File: src/rtl/lsu_pkg.sv
// Shared definitions for the load/store unit.
// Holds the RV32I load/store funct3 codes, the response cause codes and the
// FSM state encoding. The RTL files and the testbench import it.
package lsu_pkg;

  // RV32I funct3 encodings for loads and stores. Stores use only B/H/W.
  localparam logic [2:0] F3_B  = 3'b000;
  localparam logic [2:0] F3_H  = 3'b001;
  localparam logic [2:0] F3_W  = 3'b010;
  localparam logic [2:0] F3_BU = 3'b100;
  localparam logic [2:0] F3_HU = 3'b101;

  typedef enum logic [1:0] {
    CAUSE_NONE     = 2'd0,
    CAUSE_MISALIGN = 2'd1,
    CAUSE_TIMEOUT  = 2'd2,
    CAUSE_ILLEGAL  = 2'd3
  } cause_e;

  typedef enum logic [2:0] {
    IDLE,
    REQ,
    WAIT_R,
    RESP,
    ERR
  } state_e;

endpackage

File: src/rtl/load_store_unit_if.sv
// Word-wide request/grant/rvalid data-memory bus.
//   req/we/addr/wstrb/wdata : driven by the load/store unit (master)
//   gnt                     : memory accepted the request this cycle
//   rvalid/rdata            : read data returned by memory
interface load_store_unit_if;
  logic        req;
  logic        we;
  logic [31:0] addr;
  logic [3:0]  wstrb;
  logic [31:0] wdata;
  logic        gnt;
  logic        rvalid;
  logic [31:0] rdata;

  modport master (output req, we, addr, wstrb, wdata,
                  input  gnt, rvalid, rdata);
  modport slave  (input  req, we, addr, wstrb, wdata,
                  output gnt, rvalid, rdata);
endinterface

File: src/rtl/lsu_align.sv
// Combinational datapath helper for the load/store unit.
// Request side (live executor request):
//   req_write, req_funct3, req_off, req_wdata in
//   req_wstrb, req_wdata_lane            out : store byte strobes / lane data
//   illegal, misaligned                  out : request checks (illegal wins)
// Load side (latched request + returned word):
//   ld_funct3, ld_off, ld_rdata in ; ld_data out : extracted, extended data
module lsu_align
  import lsu_pkg::*;
(
  input  logic        req_write,
  input  logic [2:0]  req_funct3,
  input  logic [1:0]  req_off,
  input  logic [31:0] req_wdata,
  output logic [3:0]  req_wstrb,
  output logic [31:0] req_wdata_lane,
  output logic        illegal,
  output logic        misaligned,
  input  logic [2:0]  ld_funct3,
  input  logic [1:0]  ld_off,
  input  logic [31:0] ld_rdata,
  output logic [31:0] ld_data
);

  logic [7:0]  ld_byte;
  logic [15:0] ld_half;

  assign ld_byte = ld_rdata[{ld_off, 3'b000} +: 8];
  assign ld_half = ld_rdata[{ld_off[1], 4'b0000} +: 16];

  always_comb begin
    // NOTE: every output gets a default first so no path leaves it unassigned
    // and no latch is inferred.
    illegal        = 1'b0;
    misaligned     = 1'b0;
    req_wstrb      = 4'b1111;
    req_wdata_lane = req_wdata;
    ld_data        = ld_rdata;

    case (req_funct3)
      F3_B, F3_H, F3_W: illegal = 1'b0;
      F3_BU, F3_HU:     illegal = req_write;  // no unsigned stores
      default:          illegal = 1'b1;
    endcase

    // Alignment is only judged for legal encodings, so illegal takes priority.
    if (!illegal) begin
      case (req_funct3[1:0])
        2'b01:   misaligned = req_off[0];
        2'b10:   misaligned = (req_off != 2'b00);
        default: misaligned = 1'b0;
      endcase
    end

    // Replicating the data across lanes lets the strobes alone pick the bytes.
    case (req_funct3[1:0])
      2'b00: begin
        req_wstrb      = 4'b0001 << req_off;
        req_wdata_lane = {4{req_wdata[7:0]}};
      end
      2'b01: begin
        req_wstrb      = 4'b0011 << req_off;
        req_wdata_lane = {2{req_wdata[15:0]}};
      end
      default: begin
        req_wstrb      = 4'b1111;
        req_wdata_lane = req_wdata;
      end
    endcase

    case (ld_funct3)
      F3_B:    ld_data = {{24{ld_byte[7]}}, ld_byte};
      F3_BU:   ld_data = {24'b0, ld_byte};
      F3_H:    ld_data = {{16{ld_half[15]}}, ld_half};
      F3_HU:   ld_data = {16'b0, ld_half};
      default: ld_data = ld_rdata;
    endcase
  end

endmodule

File: src/rtl/load_store_unit.sv
// Memory-access stage: takes one load/store request from the executor, runs it
// on the data-memory bus and returns extended load data or an error cause.
// Ports:
//   clk, rst                     : clock, synchronous active-high reset
//   req_valid/req_ready          : request handshake (ready only in IDLE)
//   req_write/funct3/addr/wdata  : request fields
//   resp_valid                   : one-cycle completion pulse
//   resp_rdata/resp_err/cause    : result, zero unless resp_valid
//   mem                          : data-memory bus (master side)
// TIMEOUT_CYCLES bounds the wait for gnt or rvalid (0 disables); it must be
// below 2**CNT_W.
module load_store_unit
  import lsu_pkg::*;
#(
  parameter int TIMEOUT_CYCLES = 64,
  parameter int CNT_W          = 8
) (
  input  logic                      clk,
  input  logic                      rst,
  input  logic                      req_valid,
  output logic                      req_ready,
  input  logic                      req_write,
  input  logic [2:0]                req_funct3,
  input  logic [31:0]               req_addr,
  input  logic [31:0]               req_wdata,
  output logic                      resp_valid,
  output logic [31:0]               resp_rdata,
  output logic                      resp_err,
  output logic [1:0]                resp_cause,
  load_store_unit_if.master         mem
);

  localparam logic [CNT_W-1:0] TIMEOUT_LIMIT = CNT_W'(TIMEOUT_CYCLES);

  state_e           state;
  logic [CNT_W-1:0] cnt;
  logic [2:0]       funct3_q;
  logic [1:0]       off_q;

  logic             mem_req_q;
  logic             mem_we_q;
  logic [31:0]      mem_addr_q;
  logic [3:0]       mem_wstrb_q;
  logic [31:0]      mem_wdata_q;

  logic [3:0]       wstrb;
  logic [31:0]      wdata_lane;
  logic             illegal;
  logic             misaligned;
  logic [31:0]      ld_data;
  logic [CNT_W-1:0] cnt_inc;
  logic             timeout_hit;

  lsu_align u_align (
    .req_write      (req_write),
    .req_funct3     (req_funct3),
    .req_off        (req_addr[1:0]),
    .req_wdata      (req_wdata),
    .req_wstrb      (wstrb),
    .req_wdata_lane (wdata_lane),
    .illegal        (illegal),
    .misaligned     (misaligned),
    .ld_funct3      (funct3_q),
    .ld_off         (off_q),
    .ld_rdata       (mem.rdata),
    .ld_data        (ld_data)
  );

  // Timeout fires on the cycle whose increment would reach the limit, so the
  // registered error shows up exactly TIMEOUT_CYCLES cycles after entry.
  assign cnt_inc     = cnt + 1'b1;
  assign timeout_hit = (TIMEOUT_CYCLES != 0) && (cnt_inc == TIMEOUT_LIMIT);

  assign mem.req   = mem_req_q;
  assign mem.we    = mem_we_q;
  assign mem.addr  = mem_addr_q;
  assign mem.wstrb = mem_wstrb_q;
  assign mem.wdata = mem_wdata_q;

  // NOTE: state and registered outputs use non-blocking assignments so every
  // read in this block sees the value from before the edge; reset is sampled
  // on the clock edge like any other input.
  always_ff @(posedge clk) begin
    if (rst) begin
      state       <= IDLE;
      cnt         <= '0;
      funct3_q    <= '0;
      off_q       <= '0;
      req_ready   <= 1'b1;
      resp_valid  <= 1'b0;
      resp_rdata  <= '0;
      resp_err    <= 1'b0;
      resp_cause  <= CAUSE_NONE;
      mem_req_q   <= 1'b0;
      mem_we_q    <= 1'b0;
      mem_addr_q  <= '0;
      mem_wstrb_q <= '0;
      mem_wdata_q <= '0;
    end else begin
      // Response outputs are single-cycle pulses; set only on entry to RESP/ERR.
      resp_valid <= 1'b0;
      resp_rdata <= '0;
      resp_err   <= 1'b0;
      resp_cause <= CAUSE_NONE;

      case (state)
        IDLE: begin
          if (req_valid) begin
            req_ready <= 1'b0;
            funct3_q  <= req_funct3;
            off_q     <= req_addr[1:0];
            if (illegal || misaligned) begin
              state      <= ERR;
              resp_valid <= 1'b1;
              resp_err   <= 1'b1;
              resp_cause <= illegal ? CAUSE_ILLEGAL : CAUSE_MISALIGN;
            end else begin
              state       <= REQ;
              cnt         <= '0;
              mem_req_q   <= 1'b1;
              mem_we_q    <= req_write;
              mem_addr_q  <= {req_addr[31:2], 2'b00};
              mem_wstrb_q <= req_write ? wstrb : 4'b0000;
              mem_wdata_q <= req_write ? wdata_lane : 32'h0;
            end
          end
        end

        REQ: begin
          if (mem.gnt || timeout_hit) begin
            mem_req_q   <= 1'b0;
            mem_we_q    <= 1'b0;
            mem_addr_q  <= '0;
            mem_wstrb_q <= '0;
            mem_wdata_q <= '0;
          end
          // A grant on the timeout cycle still counts: the bus took it.
          if (mem.gnt) begin
            cnt <= '0;
            if (mem_we_q) begin
              state      <= RESP;
              resp_valid <= 1'b1;
            end else begin
              state <= WAIT_R;
            end
          end else if (timeout_hit) begin
            state      <= ERR;
            resp_valid <= 1'b1;
            resp_err   <= 1'b1;
            resp_cause <= CAUSE_TIMEOUT;
          end else begin
            cnt <= cnt_inc;
          end
        end

        WAIT_R: begin
          if (mem.rvalid) begin
            state      <= RESP;
            resp_valid <= 1'b1;
            resp_rdata <= ld_data;
          end else if (timeout_hit) begin
            state      <= ERR;
            resp_valid <= 1'b1;
            resp_err   <= 1'b1;
            resp_cause <= CAUSE_TIMEOUT;
          end else begin
            cnt <= cnt_inc;
          end
        end

        RESP, ERR: begin
          state     <= IDLE;
          req_ready <= 1'b1;
        end

        default: begin
          state     <= IDLE;
          req_ready <= 1'b1;
        end
      endcase
    end
  end

endmodule

File: src/flat_wrapper.sv
// flat-port wrapper written by rule: the top's interface ports become plain ports
module load_store_unit_flat import lsu_pkg::*;
#(
  parameter int TIMEOUT_CYCLES = 64,
  parameter int CNT_W          = 8
)
  (clk, rst, req_valid, req_ready, req_write, req_funct3, req_addr, req_wdata, resp_valid, resp_rdata, resp_err, resp_cause, mem_req, mem_we, mem_addr, mem_wstrb, mem_wdata, mem_gnt, mem_rvalid, mem_rdata);
  load_store_unit_if mem_i ();
  input  logic clk;
  input  logic rst;
  input  logic req_valid;
  output logic req_ready;
  input  logic req_write;
  input  logic [2:0] req_funct3;
  input  logic [31:0] req_addr;
  input  logic [31:0] req_wdata;
  output logic resp_valid;
  output logic [31:0] resp_rdata;
  output logic resp_err;
  output logic [1:0] resp_cause;
  output wire logic [$bits(mem_i.req)-1:0] mem_req;
  output wire logic [$bits(mem_i.we)-1:0] mem_we;
  output wire logic [$bits(mem_i.addr)-1:0] mem_addr;
  output wire logic [$bits(mem_i.wstrb)-1:0] mem_wstrb;
  output wire logic [$bits(mem_i.wdata)-1:0] mem_wdata;
  input wire logic [$bits(mem_i.gnt)-1:0] mem_gnt;
  input wire logic [$bits(mem_i.rvalid)-1:0] mem_rvalid;
  input wire logic [$bits(mem_i.rdata)-1:0] mem_rdata;
  assign mem_req = mem_i.req;
  assign mem_we = mem_i.we;
  assign mem_addr = mem_i.addr;
  assign mem_wstrb = mem_i.wstrb;
  assign mem_wdata = mem_i.wdata;
  assign mem_i.gnt = mem_gnt;
  assign mem_i.rvalid = mem_rvalid;
  assign mem_i.rdata = mem_rdata;
  load_store_unit #(.TIMEOUT_CYCLES(TIMEOUT_CYCLES), .CNT_W(CNT_W)) u_core (.clk(clk), .rst(rst), .req_valid(req_valid), .req_ready(req_ready), .req_write(req_write), .req_funct3(req_funct3), .req_addr(req_addr), .req_wdata(req_wdata), .resp_valid(resp_valid), .resp_rdata(resp_rdata), .resp_err(resp_err), .resp_cause(resp_cause), .mem(mem_i));
endmodule
File: config.mk
export PLATFORM = sky130hd
export DESIGN_NAME = load_store_unit_flat
export DESIGN_NICKNAME = d
export VERILOG_FILES = /design/src/rtl/lsu_pkg.sv /design/src/rtl/load_store_unit_if.sv /design/src/rtl/lsu_align.sv /design/src/rtl/load_store_unit.sv /design/src/flat_wrapper.sv
export SDC_FILE = /design/constraint.sdc
export NUM_CORES = 1
export LEC_CHECK = 0
export ABC_AREA = 1
export CAP_MARGIN = 20
export CORE_MARGIN = 2
export CORE_UTILIZATION = 40
export CTS_CLUSTER_DIAMETER = 80
export DETAILED_ROUTE_END_ITERATION = 10
export GPL_TIMING_DRIVEN = 0
export PLACE_DENSITY = 0.83
export RECOVER_POWER = 25
export SLEW_MARGIN = 20
export SYNTH_ARGS = -nofsm -noshare
export SYNTH_HDL_FRONTEND = slang
export SYNTH_SLANG_ARGS = --single-unit
File: constraint.sdc
create_clock -name clk -period 5.15 [get_ports clk]
set_input_delay 1.03 -clock clk [delete_from_list [all_inputs] [get_ports clk]]
set_output_delay 1.03 -clock clk [all_outputs]
set_load 0.005 [all_outputs]
==> reports/qor.csv <==
stage,metric,value,unit
die,die_area,15500,um2
pwr,seqPwrFrac,0.355,
worst_setup_path,startpoint_type,input port,
global_route,grt_pass1_wl,32.29,mm
sta,slew_headroom,0.6097,
synth,synth_edf_count,0,
place,pre_cts_ws,1.682,ns
pwr,comb_power_share,0.259,
pwr,internal_power,0.002021,W
drt,drc,0,
synth,synth_most_common_cell,nand2_1,
clocking,postCtsResizedCells,0,
finish,fin_area,8706,um2
pwr,power.share.switching,0.3197,
global_route,grt_overflow,0,
die,die_height,124.5,um
place,placed_area,8134,um2
synth,synthCells,828,
status,status,completed,
global_route,track_usage,0.2565,
worst_setup_path,r2r_slack,3.11,ns
pwr,power.leakage,3.704,nW
synth,avgSynthCellArea,7.015,um2
sta,rsz0062_at_grt,false,
clocking,path_clk_slew,0.06,ns
die,core_area,14370,um2
min_path,hold_path_depth,2,
clocking,numCtsBuffers,17,
synth,yosysSeqAreaShare,0.4171,
synth,synthArstFlopShare,0,
worst_setup_path,slowest_delay,0.56,ns
synth,yosysTopAreaCellShare,0.4171,
clocking,h-tree-depth,4,
synth,ys_types,37,
worst_setup_path,crit_type,in2reg,
sta,final_max_slew_viol_count,0,
finish,nets,1166,
place,io_buffers,209,
synth,yosysWarnings,0,
place,finalWeightedCongestion,0.9356,
finish,layout-drive-gt1-share,0.07196,
worst_setup_path,critPathSlowestCell,clkdlybuf4s50_1,
synth,syn_area,5808,um2
drt,drtIter0Drc,554,
pwr,p_sw,0.0009498,W
worst_setup_path,cp_top_family,buffers and inverters,
worst_setup_path,endpoint_kind,flip-flop,
drt,viasPerCell,5.390,
synth,ys_ff_latch,121,
sta,clock.fmax,323.7,MHz
clocking,clk-insertion-delay-late,0.42,ns
sta,clock_skew,0.006750,ns
clocking,cts_tree,built,
clocking,cts_hold_buf,0,
clocking,root_buffer,clkbuf_16,
worst_setup_path,required,5.49,ns
min_path,worstHoldPathType,reg2reg,
worst_setup_path,cp_num_cells,17,
sta,hold_viol,0,
clocking,cts.sinks,121,
finish,n_fill_cell,1232,
synth,synth_area_leaders,"dfxtp_1 42%, a21oi_1 9.8%, nand2_1 9.8%, nand4_1 7.3%, inv_1 5.4%",
worst_setup_path,cp_data_arrival_time,3.43,ns
drt,drtPass1Iterations,5,
clocking,cts_setup_buffers,0,
worst_setup_path,critPathMostFrequentCell,nand2_1,
synth,yosys.area.top_type,dfxtp_1,
place,hpwlAfterDp,14.80,mm
run,cap_viol_max_count,0,
global_route,grt_antenna_before_repair,1,
synth,synthTopCellsByCount,"151 x nand2_1, 121 x dfxtp_1, 114 x a21oi_1",
die,io_pins,212,
die,row_count,44,
worst_setup_path,critPathBufInv,7,
drt,antenna_left,0,
finish,area_growth,49.89,%
pwr,peakVddDrop,0.0002559,V
sta,period_needed,3.090,ns
die,die_w,124.5,um
sta,worst_pin_slew,0.5855,ns
drt,drt_wl_total,20.13,mm
pwr,powerDensity,341.2,nW/um2
drt,vias,6765,
sta,period_share,0.5999,
worst_setup_path,ff2ff_path_depth,12,
clocking,clock_path_buffers,2,
pwr,clockPowerShare,0.386,
drt,wl_per_cell,16.04,um
worst_setup_path,path_cells,"clkdlybuf4s50_1, inv_1, ha_1, buf_6, nor2_4, inv_4, nand2_1, o21ai_2, nand2_1, nand2_1, nand2_1, inv_2, nand3_2, buf_6, buf_6, nand2_1, a21oi_1",
global_route,first_global_vias,6626,
worst_setup_path,cp_max_fo,10,
die,initial_core_util,0.4042,
synth,ys.flop_type,dfxtp_1,
global_route,grt_max_degree,17,
sta,finalSetupTns,0,ns
sta,layout_setup_ws,2.060,ns
sta,setup_violations,0,
==> sequential cells by signal, indices dropped and copies added, names as in the netlist, 2 cells and up <==
register	cells
u_core.cnt	8
u_core.mem.wdata	32
u_core.funct3_q	3
u_core.state	3
u_core.resp_rdata	32
u_core.resp_cause	2
u_core.mem.wstrb	4
u_core.mem.addr	30
u_core.off_q	2
==> worst reg2reg max path, cell delays in order (launching register included) <==
cell and delay [ns]:
dfxtp_1 0.37, ha_1 0.21, nand2_1 0.10, o21bai_1 0.14, nand2_1 0.08, nor2_1 0.14, nand3_2 0.10, nand2_2 0.16
nand3_2 0.15, buf_6 0.18, buf_6 0.14, nand2_1 0.06, a21oi_1 0.07
==> cells in the final DEF, fill, tap and decap left out, types with 7 or more instances in the layout <==
cell and n:
clkbuf_1 26, nand3_1 32, dfxtp_1 121, nor4_1 8
buf_1 7, nand4_1 68, buf_2 18, a21oi_1 114
nor2_1 61, clkdlybuf4s50_1 160, clkbuf_16 17, nand2_1 151
inv_1 83, buf_4 7, nor3_1 24, o21ai_0 60
dlygate4sd3_1 49
==> path summary, 6_finish.rpt <==
kind,startpoint,to
worst max-delay path,req_funct3[0],u_core.mem.addr[12]
worst min-delay path,u_core.mem.wdata[7],u_core.mem.wdata[7]
worst max register to register,u_core.cnt[0],u_core.mem.addr[12]
worst min register to register,u_core.mem.wdata[7],u_core.mem.wdata[7]
==> final cells by class <==
class                   count  area, um2  area share
repair buffers            209       2092      0.2403
well taps                 184      230.2     0.02644
diodes                      1      2.502   0.0002874
clock buffers              18      429.2     0.04930
plain buffers              64      335.3     0.03852
multi-input cells         555       2718      0.3122
flip-flops and latches    121       2422      0.2782
inverters                  89      336.6     0.03866
clock inverters            14      140.1     0.01610
==> metal layers <==
metal	routed length [um]	track usage	part of all wire
met2	9432	0.4317	0.47
met5	0	0	0
met4	757	0.1196	0.038
met1	8002	0.3019	0.40
met3	1933	0.07259	0.096
==> power by group through the flow <==
stage	Combinational (W)	Clock, W	Sequential (W)
floorplan	0.000413	0	0.00107
global placement	0.000749	0	0.00107
detailed placement	0.000758	0	0.00107
CTS	0.000766	0.00116	0.00106
global route	0.000845	0.00120	0.00106
finish	0.000770	0.00115	0.00106
==> metrics by stage <==
step	total power, W	utilization	hold slack [ns]	instances
2_1_floorplan	0.001488	-	0.4542	829
3_3_place_gp	0.001820	0.5661	0.4460	1222
3_5_place_dp	0.001832	0.5661	0.4533	1222
4_1_cts	0.002979	0.6057	0.4615	1254
5_1_grt	0.003111	0.6059	0.4729	1255
6_report	0.002971	0.6059	0.4569	1255
==> cell families after synthesis <==
family | Yosys count | synth area share
buf+inv | 153 | 0.1157
compound gates | 193 | 0.1747
fa+ha+maj | 4 | 0.008617
flops | 121 | 0.4171
other cells | 1 | 0.0006457
simple gates | 354 | 0.2803
xor+xnor | 2 | 0.003016
No activity file was read; power rests on OpenSTA's default activity.
